## config.mk

```make
export PLATFORM = sky130hd
export DESIGN_NAME = counter_mod_sv_flat
export DESIGN_NICKNAME = d
export VERILOG_FILES = /design/src/rtl/counter_mod_sv_if.sv /design/src/rtl/counter_mod_sv.sv /design/src/flat_wrapper.sv
export SDC_FILE = /design/constraint.sdc
export NUM_CORES = 1
export LEC_CHECK = 0
export ABC_AREA = 1
export CAP_MARGIN = 20
export CORE_MARGIN = 2
export CORE_UTILIZATION = 30
export DETAILED_ROUTE_END_ITERATION = 10
export PLACE_DENSITY = 0.5
export REMOVE_ABC_BUFFERS = 1
export SYNTH_ARGS = -nofsm -noshare
export SYNTH_HDL_FRONTEND = slang
export SYNTH_SLANG_ARGS = --single-unit
```

## constraint.sdc

```tcl
create_clock -name clk -period 1.7 [get_ports clk]
set_input_delay 0.34 -clock clk [delete_from_list [all_inputs] [get_ports clk]]
set_output_delay 0.34 -clock clk [all_outputs]
set_load 0.05 [all_outputs]
```

## src/rtl/counter_mod_sv_if.sv

```systemverilog
// rtl/counter_mod_sv_if.sv - control/status bundle of the modulo counter
interface counter_mod_sv_if #(
   parameter int WIDTH = 8
);
   logic             clr;
   logic             load;
   logic [WIDTH-1:0] load_val;
   logic             en;
   logic             up_dn;
   logic             sat_mode;
   logic             flag_clr;
   logic [WIDTH-1:0] count;
   logic             tc;
   logic             ovf;
   logic             udf;

   modport master (
      output clr, load, load_val, en, up_dn, sat_mode, flag_clr,
      input  count, tc, ovf, udf
   );

   modport slave (
      input  clr, load, load_val, en, up_dn, sat_mode, flag_clr,
      output count, tc, ovf, udf
   );
endinterface

```

## src/rtl/counter_mod_sv.sv

```systemverilog
// rtl/counter_mod_sv.sv - up/down modulo counter with prescaler, wrap/saturate and sticky flags
module counter_mod_sv #(
   parameter int WIDTH    = 8,
   parameter int MAX_VAL  = 2**WIDTH-1,
   parameter int PRESCALE = 1
) (
   input logic             clk,
   input logic             rst_n,
   counter_mod_sv_if.slave bus
);
   localparam int               PSC_W    = (PRESCALE > 1) ? $clog2(PRESCALE) : 1;
   localparam logic [PSC_W-1:0] PSC_LAST = PSC_W'(PRESCALE-1);
   localparam logic [WIDTH-1:0] MAX_C    = WIDTH'(MAX_VAL);

   logic [WIDTH-1:0] count_q, count_nxt;
   logic [PSC_W-1:0] psc_q, psc_nxt;
   logic             tc_q, tc_nxt;
   logic             ovf_q, udf_q;
   logic             ovf_set, udf_set;

   always_comb begin
      count_nxt = count_q;
      psc_nxt   = psc_q;
      tc_nxt    = 1'b0;
      ovf_set   = 1'b0;
      udf_set   = 1'b0;
      if (bus.clr) begin
         count_nxt = '0;
         psc_nxt   = '0;
      end else if (bus.load) begin
         count_nxt = (bus.load_val > MAX_C) ? MAX_C : bus.load_val;
         psc_nxt   = '0;
      end else if (bus.en) begin
         if (psc_q == PSC_LAST) begin
            psc_nxt = '0;
            // Boundary step: wrap to the opposite end or hold, always flagged
            if (bus.up_dn) begin
               if (count_q == MAX_C) begin
                  tc_nxt    = 1'b1;
                  ovf_set   = 1'b1;
                  count_nxt = bus.sat_mode ? count_q : '0;
               end else begin
                  count_nxt = count_q + 1'b1;
               end
            end else begin
               if (count_q == '0) begin
                  tc_nxt    = 1'b1;
                  udf_set   = 1'b1;
                  count_nxt = bus.sat_mode ? count_q : MAX_C;
               end else begin
                  count_nxt = count_q - 1'b1;
               end
            end
         end else begin
            psc_nxt = psc_q + 1'b1;
         end
      end
   end

   always_ff @(posedge clk or negedge rst_n) begin
      if (!rst_n) begin
         count_q <= '0;
         psc_q   <= '0;
         tc_q    <= 1'b0;
         ovf_q   <= 1'b0;
         udf_q   <= 1'b0;
      end else begin
         count_q <= count_nxt;
         psc_q   <= psc_nxt;
         tc_q    <= tc_nxt;
         // Set dominates a simultaneous flag_clr
         ovf_q   <= ovf_set | (ovf_q & ~bus.flag_clr);
         udf_q   <= udf_set | (udf_q & ~bus.flag_clr);
      end
   end

   assign bus.count = count_q;
   assign bus.tc    = tc_q;
   assign bus.ovf   = ovf_q;
   assign bus.udf   = udf_q;
endmodule
```

## src/flat_wrapper.sv

```systemverilog
// flat-port wrapper written by rule: the top's interface ports become plain ports
module counter_mod_sv_flat 
#(
   parameter int WIDTH    = 8,
   parameter int MAX_VAL  = 2**WIDTH-1,
   parameter int PRESCALE = 1
)
  (clk, rst_n, bus_clr, bus_load, bus_load_val, bus_en, bus_up_dn, bus_sat_mode, bus_flag_clr, bus_count, bus_tc, bus_ovf, bus_udf);
  counter_mod_sv_if #(.WIDTH(WIDTH)) bus_i ();
  input logic clk;
  input logic rst_n;
  input wire logic [$bits(bus_i.clr)-1:0] bus_clr;
  input wire logic [$bits(bus_i.load)-1:0] bus_load;
  input wire logic [$bits(bus_i.load_val)-1:0] bus_load_val;
  input wire logic [$bits(bus_i.en)-1:0] bus_en;
  input wire logic [$bits(bus_i.up_dn)-1:0] bus_up_dn;
  input wire logic [$bits(bus_i.sat_mode)-1:0] bus_sat_mode;
  input wire logic [$bits(bus_i.flag_clr)-1:0] bus_flag_clr;
  output wire logic [$bits(bus_i.count)-1:0] bus_count;
  output wire logic [$bits(bus_i.tc)-1:0] bus_tc;
  output wire logic [$bits(bus_i.ovf)-1:0] bus_ovf;
  output wire logic [$bits(bus_i.udf)-1:0] bus_udf;
  assign bus_i.clr = bus_clr;
  assign bus_i.load = bus_load;
  assign bus_i.load_val = bus_load_val;
  assign bus_i.en = bus_en;
  assign bus_i.up_dn = bus_up_dn;
  assign bus_i.sat_mode = bus_sat_mode;
  assign bus_i.flag_clr = bus_flag_clr;
  assign bus_count = bus_i.count;
  assign bus_tc = bus_i.tc;
  assign bus_ovf = bus_i.ovf;
  assign bus_udf = bus_i.udf;
  counter_mod_sv #(.WIDTH(WIDTH), .MAX_VAL(MAX_VAL), .PRESCALE(PRESCALE)) u_core (.clk(clk), .rst_n(rst_n), .bus(bus_i));
endmodule
```

==> metrics.md <==
| Metric | Value |
|---|---|
| Crit path cell chain | ha_2 > nand2_2 > nor2_4 > nand2_2 > or2_4 > nand3b_4 > nor2_2 > nand2_1 > nand2_1 |
| Pin count of the biggest net entering global routing | 16 |
| Via Count | about 1200 |
| Setup slack, reg-to-reg | roughly 0.12 ns |
| Placed cells | 253 |
| Status | finished, final reports clean |
| Min setup slack post-route | 0.1209 ns |
| Max transition margin | 65.64% |
| All-Layer GR Usage | 16.48% |
| CP delay by family, top | simple AND/OR/NAND/NOR gates |
| Routed WL | between 3000 and 4000 µm |
| Max Fclk | 633.3 MHz |
| Buffers added on ports | 26 |
| Final min period | 1.579 ns |
| Rows | 21 |
| CTS Hold Bufs | 0 |
| Max-cap violations | 0 |
| Skew-Pair Late Insertion Delay | ~0.27 ns |
| Finished Layout Cells | around 260 |
| Hold Slack | 0.4095 ns |
| Seq/Total Area, Yosys | 26.13% |
| Hpwl dp | 2546 µm |
| Total power | just over 1000 µW |
| RSZ-0062 raised after global routing | yes |
| Remaining global-route overflow | 0 |
| Syn_area_per_cell | 6.055 µm² |
| Chip Width | 63.26 µm |
| Initial DRC count | 69 |
| Drc violations | 0 |
| CP Class | reg -> reg |
| Die height | 63.26 µm |
| Pre-Repair DR Iteration Count | 4 |
| Synth Instances | around 170 |
| Die ar. | 0.004002 mm² |
| Delay of the slowest cell on the worst path | about 0.4 ns |
| Synth top area cells | dfrtp_1 26%, nand2_1 20%, nand3_1 11%, nor2_1 9.3%, inv_1 5.3% |
| Worst hold path type | in -> async |
| Critical path buffer and inverter count | 0 |
| Final hold vios | 0 |
| Synth top area share | 26.13% |
| Number of global-route vias before repair | 1132 |
| Tcrit/Tclk final | 92.89% |
| Final Skew | 0.002865 ns |
| Avg Vias per Cell | between 4 and 5 |
| Unique masters post-synth | 24 |
| Post-Syn Area | 0.001054 mm² |
| Ys Warns | 0 |
| Final core occ | between 40% and 50% |
| Crit path max-delay cell type | dfrtp_1 |
| Crit-path max FO | 10 |
| Lkg Pwr | between 0.0007 and 0.0008 µW |
| Critical path arrival | 1.74 ns |
| Slew @ Worst Pin | 0.5138 ns |
| Fin nets | 232 |
| CP required | 1.87 ns |
| GP Congestion | 0.8948 |
| Core box area | 0.003363 mm² |
| Final Max Slew Viols | 0 |
| TritonCTS clock tree | yes |
| Fill cell count | 376 |
| Peak supply drop | between 0.3 and 0.4 mV |
| Pwr Density | 639.2 mW/mm² |
| Share of cells above drive strength 1 | 25.47% |
| Largest area contributor in the synthesized netlist | dfrtp_1 |
| Final ANT Viol Nets | 0 |
| Antenna violations before repair | 0 |
| #FFs+latches synth | 11 |
| Clk slew on worst S/H paths | 0.07 ns |
| # IOs | 27 |
| First-pass GRT wire length | 5319 µm |
| CTS H-Tree Depth | 1 |
| CTS Sinks | 11 |
| CP Capture Type | flip-flop |
| Setup violations, final | 0 |
| Layout area overhead | 49.52% |
| Clock root cell | clkbuf_4 |
| Starting density of the core | a little under a third |
| Maximum clock path buffer count | 2 |
| Inserted Clock Buffers | 3 |
| Drt wl/cell | 12.08 µm |
| Worst setup SP type | flip-flop |
| Worst slack at placement | -0.03690 ns |
| Number of diodes | 0 |
## synth_stat cells
cell type,count
nand4_2,1
o21ai_1,1
xor2_1,2
nand2_1,57
a21oi_1,2
nor2_2,4
dfrtp_1,11
nor2_4,2
nor3b_1,1
o21ai_0,10
ha_1,3
nand3_1,23
or2_4,1
buf_2,3
inv_2,2
nand4_1,1
nand2_2,3
nor2_1,26
clkbuf_1,2
nand3b_4,1
nor3_2,1
o21bai_1,1
inv_1,15
or2_2,1
## final cells by class
type	count	area [µm²]	share of cell area (%)
inverter	17	63.81	4.051
tap	46	57.56	3.654
sequential	11	279.0	17.71
multi-input combinational	141	718.2	45.59
timing repair buffer	39	430.4	27.32
clock buffer	4	26.28	1.668
## placed cells by master (no fill, tap or decap), drive strengths merged
cell type / synthesis / layout
nand2: 60 / 60
nor2: 32 / 32
buf: 3 / 24
nand3: 23 / 23
inv: 17 / 17
clkdlybuf4s50: 0 / 15
o21ai: 11 / 11
dfrtp: 11 / 11
clkbuf: 2 / 4
ha: 3 / 3
a21oi: 2 / 2
xor2: 2 / 2
nand4: 2 / 2
or2: 2 / 2
nor3b: 1 / 1
nor3: 1 / 1
nand3b: 1 / 1
o21bai: 1 / 1
## report_power, final
group          internal (µW)  switching (µW)  total [µW]
Clock                   90.9            88.8         180
Combinational            224             278         502
Sequential               284            41.4         325
Total                    598             408        1010
## metrics by stage
step	setup TNS [ns]	cell area, µm²
6_report	0	1575
5_1_grt	-0.008385	1575
4_1_cts	0	1538
3_5_place_dp	-0.1600	1511
3_3_place_gp	-0.3808	1511
2_1_floorplan	-1.064	1031
## worst register-to-register path, delay by kind of cell (launching register included)
kind          cells  cell delay, ns
fa+ha+maj         1            0.21
simple gates      8            0.88
flops             1            0.40
## registers in the layout, summed over array words and instances (netlist names)
| signal | flops |
|---|---|
| u_core.bus.count | 8 |
| u_core.bus.ovf | 1 |
| u_core.bus.tc | 1 |
| u_core.bus.udf | 1 |
## path summary, 6_finish.rpt
check                                       to  cells past startpoint                 from
max                        u_core.bus.count[7]                      9  u_core.bus.count[1]
min                             u_core.bus.udf                      1                rst_n
max reg2reg                u_core.bus.count[7]                      9  u_core.bus.count[1]
min reg2reg                     u_core.bus.ovf                      2       u_core.bus.ovf
max in group asynchronous  u_core.bus.count[3]                      1                rst_n
min in group clk                u_core.bus.ovf                      2       u_core.bus.ovf
## logic make-up after synthesis
group                      share of synthesized area (%)
AOI/OAI and AO/OA                                  6.888
xor gates and xnor gates                           1.663
adders and majority gates                          3.563
buffers and inverters                              8.195
DFF                                                26.13
and+or+nand+nor                                    53.56
## layer usage
layer	part of all wire [%]	track usage, %	vias up
li1	-	-	628
met1	46	22.65	558
met2	49	27.26	25
met3	3.8	1.786	2
met4	0.42	4.891	0
met5	0	0	-
## what timing repair did
item,4_1_cts,5_1_grt
resized for setup,0,14
buffers inserted,0,1
endpoints found under the setup margin,0,8
(Power assumes the default switching activity.)
